### config.mk
export PLATFORM = sky130hd
export DESIGN_NAME = quiz3_digitales_flat
export DESIGN_NICKNAME = d
export VERILOG_FILES = /design/src/rtl/quiz3_digitales_if.sv /design/src/rtl/quiz3_digitales.sv /design/src/flat_wrapper.sv
export SDC_FILE = /design/constraint.sdc
export NUM_CORES = 1
export LEC_CHECK = 0
export ABC_AREA = 1
export BUFFER_PORTS_ARGS = -buffer_cell sky130_fd_sc_hd__buf_2
export CORE_AREA = 2 2 39 41
export CTS_BUF_LIST = sky130_fd_sc_hd__clkbuf_8
export DETAILED_ROUTE_END_ITERATION = 6
export DIE_AREA = 0 0 41 43
export PLACE_DENSITY = 0.41
export SYNTH_ARGS = -nofsm -noshare
export SYNTH_HDL_FRONTEND = slang
export SYNTH_SLANG_ARGS = --single-unit
export TNS_END_PERCENT = 30
### constraint.sdc
create_clock -name clk -period 2.7 [get_ports clk]
set_input_delay 0.135 -clock clk [delete_from_list [all_inputs] [get_ports clk]]
set_output_delay 0.135 -clock clk [all_outputs]
set_load 0.005 [all_outputs]
### src/rtl/quiz3_digitales_if.sv
// Push-button side bus of the enable controller: arm, count, finish inputs and the load enable.
interface quiz3_digitales_if;
  logic a;
  logic b;
  logic finished;
  logic encender;

  modport master (output a, output b, output finished, input encender);
  modport slave  (input a, input b, input finished, output encender);
endinterface

### src/rtl/quiz3_digitales.sv
// Sequence-controlled enable: a rising edge on a arms, N_PULSES rising edges on b switch
// the load on, and finished returns to idle.
module quiz3_digitales #(
  parameter int N_PULSES = 3
) (
  input  logic             clk,
  input  logic             rst,
  quiz3_digitales_if.slave bus
);
  localparam int CW = $clog2(N_PULSES + 1);
  localparam logic [CW-1:0] LAST = CW'(N_PULSES - 1);

  localparam logic [1:0] IDLE  = 2'd0;
  localparam logic [1:0] ARMED = 2'd1;
  localparam logic [1:0] ON    = 2'd2;

  logic          a_q, b_q;
  logic          a_rise, b_rise;
  logic [1:0]    state_q, state_d;
  logic [CW-1:0] cnt_q, cnt_d;
  logic          encender_q;

  // Inputs are already synchronous; a cleared history makes a level held through reset an edge.
  assign a_rise = bus.a & ~a_q;
  assign b_rise = bus.b & ~b_q;

  always_comb begin
    state_d = state_q;
    cnt_d   = cnt_q;
    case (state_q)
      IDLE: begin
        if (a_rise) begin
          state_d = ARMED;
          cnt_d   = '0;
        end
      end
      ARMED: begin
        if (bus.finished) begin
          state_d = IDLE;
          cnt_d   = '0;
        end else if (a_rise) begin
          cnt_d = '0;
        end else if (b_rise) begin
          if (cnt_q == LAST) begin
            state_d = ON;
            cnt_d   = '0;
          end else begin
            cnt_d = cnt_q + 1'b1;
          end
        end
      end
      ON: begin
        if (bus.finished) state_d = IDLE;
      end
      default: begin
        state_d = IDLE;
        cnt_d   = '0;
      end
    endcase
  end

  always_ff @(posedge clk or negedge rst) begin
    if (!rst) begin
      a_q        <= 1'b0;
      b_q        <= 1'b0;
      state_q    <= IDLE;
      cnt_q      <= '0;
      encender_q <= 1'b0;
    end else begin
      a_q        <= bus.a;
      b_q        <= bus.b;
      state_q    <= state_d;
      cnt_q      <= cnt_d;
      encender_q <= (state_d == ON);
    end
  end

  assign bus.encender = encender_q;
endmodule

### src/flat_wrapper.sv
// flat-port wrapper written by rule: the top's interface ports become plain ports
module quiz3_digitales_flat 
#(
  parameter int N_PULSES = 3
)
  (clk, rst, bus_a, bus_b, bus_finished, bus_encender);
  quiz3_digitales_if bus_i ();
  input  logic clk;
  input  logic rst;
  input wire logic [$bits(bus_i.a)-1:0] bus_a;
  input wire logic [$bits(bus_i.b)-1:0] bus_b;
  input wire logic [$bits(bus_i.finished)-1:0] bus_finished;
  output wire logic [$bits(bus_i.encender)-1:0] bus_encender;
  assign bus_i.a = bus_a;
  assign bus_i.b = bus_b;
  assign bus_i.finished = bus_finished;
  assign bus_encender = bus_i.encender;
  quiz3_digitales #(.N_PULSES(N_PULSES)) u_core (.clk(clk), .rst(rst), .bus(bus_i));
endmodule
---- After elaboration in Yosys (flattened, before gate mapping) ----
Index checks and enable logic that the tools add are counted.
word-level totals
  register bits ........................... 7
  input port bits ......................... 5
  output and inout bits ................... 1
cells by class
  $add $sub $neg .......................... 1
  eq/ne operators ......................... 6
  multiplexer cells ....................... 13
  bitwise logic cells ..................... 5
  reduce and logical (&&, ||, !) cells .... 2
operators with widths
  kind                 number
  $mux 2               11
  $pmux 2 s3           2
  $eq 2x2->1 const B   3
  $ne 4x2->1 const B   1
  $not 1->1            3
  $reduce_and 3->1     1
  $add 2x1->2 const B  1
  $and 1x1->1          2
  $eq 2x1->1 const B   1
  $logic_not 2->1      1
  $ne 2x1->1 const B   1

---- Logic depth before layout (Yosys ltp) ----
  depth after elaboration ................. 7
  depth in mapped cells ................... 7

---- Least setup slack after synthesis ----
Ideal clock, no wire load.
  path type ............................... reg2reg
  start point ............................. reg u_core.state_q[1]
  end point ............................... reg u_core.cnt_q[1]
  data arrival time ....................... 0.870 ns
  data required time ...................... 2.584 ns
  slack ................................... 1.713 ns
  cell stages (with the launch flop) ...... 7
  period minus slack after synthesis ...... 0.987 ns
  cells stage by stage .................... dfrtp_1 nor2_2 nand2_1 nor2_1 nor2_1 nand2_1 nand2_1
on the way
  cells in the longest elaborated chain, start to end .. 3
  elaborated cells between the ends (all ways) .. 8
RTL lines
  element                                             line                   RTL
  start, declared                                     quiz3_digitales.sv:19  logic [1:0] state_q, state_d;
  start signal, assigned                              quiz3_digitales.sv:72  state_q <= state_d;
  $eq 2x1->1, or another cell as far along            quiz3_digitales.sv:30  case (state_q)
  $ne 4x2->1 (no line), or another cell as far along  --
  $reduce_and 3->1 (no line)                          --
  end signal, assigned                                quiz3_digitales.sv:73  cnt_q <= cnt_d;
  end, declared                                       quiz3_digitales.sv:20  logic [CW-1:0] cnt_q, cnt_d;
Parallel ways exist; a longest one is shown, timed or not.
A chain may end at the register's enable or synchronous reset.

---- Final worst setup path ----
  start point ............................. reg u_core.state_q[1]
  end point ............................... reg u_core.cnt_q[0]
Same word-level chain as after synthesis.

==> metrics.yaml <==
power_and_ir_drop:
  p_clk_share_pct: 49.9
  leakage_nw: 0.2463
  pwr-share-comb_pct: 10.4
  ir_worst_vdd_mv: 0.2327
  seqPwrFrac_pct: 39.7
  power.total_mw: 0.2927
  internal_power_mw: 0.2208
  p_sw_share_pct: 24.57
  p_sw_mw: 0.07192
  p_per_area_nw_per_um2: 648.1
min_path:
  hold_start: "bus_a"
  hold_path_class: "in -> reg"
  holdPathStages: 1
  hold_end: "u_core.a_q"
placed_design:
  pre_cts_ws_ns: 1.624
  dp_hpwl_um: 555.6
  io_buffers: 5
  gp_congestion: 0.7590
timing:
  worst_slew_pin_slew_ns: 0.2102
  fin_tns_setup_ns: 0
  slew_violations: 0
  period_minus_slack_ns: 1.078
  fmax_mhz: 928.1
  relSlewSlack_pct: 85.94
  fin_worst_skew_ns: 0.001546
  setup_viol: 0
  rsz0062_at_grt: "false"
  hold_viol: 0
  timing.final.crit_share_pct: 39.91
  worst_slack_ns: 1.623
cells_and_area:
  finalNetCount: 65
  seqCellArea_um2: 175.2
  fillCellCount: 156
  area_growth_pct: 28.47
  multi_input_area_um2: 150.1
  num_antenna_cells: 0
  drive_above_1_share_pct: 18.64
  post-route-util_pct: 32.64
synth:
  synth_edf_count: 0
  ys.flop_type: "dfrtp_1"
  ys_async_sr_fraction_pct: 100.0
  yosysWarnings: 0
  yosys-top-cells-area: "dfrtp_1 (50%), nand2_1 (18%), nor2_1 (7.5%), nand3_1 (7.1%), inv_1 (6.4%)"
  yosysMostFrequentCell: "nand2_1"
  synthCells: 49
  synthDistinctLibCells: 10
  post-synth-top-area-fraction_pct: 49.82
  synth_common_cells: "nand2_1 (17), dfrtp_1 (7), nor2_1 (7)"
  synth_area_per_cell_um2: 7.175
  yosys.area.top_type: "dfrtp_1"
  synth_seq_cells: 7
  synth_nets: 54
  yosysSeqAreaShare_pct: 49.82
  synth_area_um2: 351.6
critical_path:
  worst_r2r_endpoint: "u_core.cnt_q[0]"
  r2r_start: "u_core.state_q[1]"
  crit_path_top_delay_cell: "dfrtp_1"
  cpLargestDelayFamily: "simple AND/OR/NAND/NOR gates"
  ff2ff_setup_slack_ns: 1.62
  critPathCaptureType: "flip-flop"
  r2r.worst_path.cells: 6
  critPathLaunchType: "flip-flop"
  path_buf_inv: 0
  path_class: "reg -> reg"
  worstPathRequired_ns: 2.82
  arrival_ns: 1.20
  crit_path_cell_trace: "nor2_2, nand2_1, nor2_1, nor2_1, nand2_1, nand2_1"
  cp_common_cell: "nand2_1"
  path_max_fanout: 4
  cpPeakStageDelay_ns: 0.41
cts:
  post_cts.repair.setup_buffers: 0
  clockBufferDepth: 2
  htreeDepth: 1
  cts_buffers: 3
  cts.clk_slew.worst_paths_ns: 0.04
  tritoncts: "yes"
  cts_sinks: 7
  insertion_delay_ns: 0.23
  cts-root-buf: "clkbuf_8"
routing:
  drcViolationCount: 0
  wl_um: 759
  drt_first_pass_iters: 4
  routedWlPerCell_um: 10.12
  routed_via_density: 4.293
  drt_iter0_markers: 5
  ant_nets: 0
  vias: 322
global_routing:
  grt_first_pass_wirelength_mm: 1.297
  grt_pass1_vias: 314
  antenna_found_initial: 0
  overflow: 0
  grt_max_degree: 8
  grt_use_total_pct: 12.27
floorplanning:
  die_y_um: 43
  core.rowCount: 14
  start_util_pct: 25.41
  io_pins: 6
  core_area_um2: 1384
  dieArea_um2: 1763
  die_w_um: 41
run_status:
  status: "finished clean"
job:
  maxCapViolations: 0
power by group through the flow:
| stage | clock network (mW) | registers [mW] | logic (mW) |
|---|---|---|---|
| 5_1_grt | 0.163 | 0.117 | 0.0362 |
| 2_1_floorplan | 0 | 0.117 | 0.0196 |
| 4_1_cts | 0.153 | 0.116 | 0.0310 |
| 3_3_place_gp | 0 | 0.118 | 0.0300 |
| 6_report | 0.146 | 0.116 | 0.0304 |
| 3_5_place_dp | 0 | 0.118 | 0.0297 |
placed cells by master, fill, tap and decap left out, drive strengths merged:
cell type / Yosys / final
inv: 7 / 8
dlygate4sd3: 0 / 1
dfrtp: 7 / 7
buf: 0 / 5
o22ai: 2 / 2
clkbuf: 0 / 3
nor2: 8 / 8
nand3: 5 / 5
nor3: 2 / 2
nand2: 18 / 18
logic make-up (layout without fill, tap and decap cells):
kind of cell           Yosys count  in the layout  share of synthesized area, %
AND/OR/NAND/NOR                 33             33                         39.15
AO/OA/AOI/OAI                    2              2                         3.558
buffers and inverters            7             17                         7.472
flip-flops                       7              7                         49.82
worst max path at each step:
stage                           start         endpoint  cells past startpoint
finish              u_core.state_q[1]  u_core.cnt_q[0]                      6
global route        u_core.state_q[1]  u_core.cnt_q[1]                      6
CTS                 u_core.state_q[1]  u_core.cnt_q[0]                      6
detailed placement  u_core.state_q[1]  u_core.cnt_q[1]                      6
global placement    u_core.state_q[1]  u_core.cnt_q[0]                      6
floorplan           u_core.state_q[1]  u_core.cnt_q[1]                      6
metal layers:
| metal | share of wire (%) | routed length, um | up-vias | GRT usage (%) |
|---|---|---|---|---|
| met5 | 0 | 0 | - | 0 |
| met4 | 2.4 | 18 | 0 | 14.00 |
| met3 | 5.5 | 42 | 2 | 4.712 |
| met2 | 44 | 337 | 9 | 13.75 |
| met1 | 47 | 360 | 141 | 15.53 |
| li1 | - | - | 170 | - |
registers in the layout, indices dropped and copies added (netlist names):
name / count
u_core.cnt_q: 2
u_core.state_q: 2
u_core.a_q: 1
u_core.b_q: 1
u_core.bus.encender: 1
area by class of cell:
cell class / instances / area share (%)
Multi-Input combinational cell: 35 / 33.24
Clock buffer: 3 / 9.141
Tap cell: 16 / 4.432
Inverter: 7 / 5.817
Sequential cell: 7 / 38.78
Timing Repair Buffer: 6 / 7.756
Clock inverter: 1 / 0.8310
stage by stage:
stage / area [um^2] / hold slack [ns] / cells
after global routing: 451.7 / 0.03043 / 75
after detailed placement: 396.6 / -0.01354 / 70
after floorplan: 351.6 / -0.1606 / 49
after global placement: 396.6 / -0.01265 / 70
final: 451.7 / 0.03658 / 75
after CTS: 451.7 / 0.03307 / 75
repair_timing:
item	in CTS	in global routing
hold endpoints to repair	7	0
hold buffers	1	0
gates resized for setup	0	0
worst register-to-register path, stage by stage (launching register included):
cell     delay, ns
dfrtp_1       0.41
nor2_2        0.15
nand2_1       0.12
nor2_1        0.12
nor2_1        0.06
nand2_1       0.05
nand2_1       0.05
Note: power is estimated with default switching activity, not from simulation.
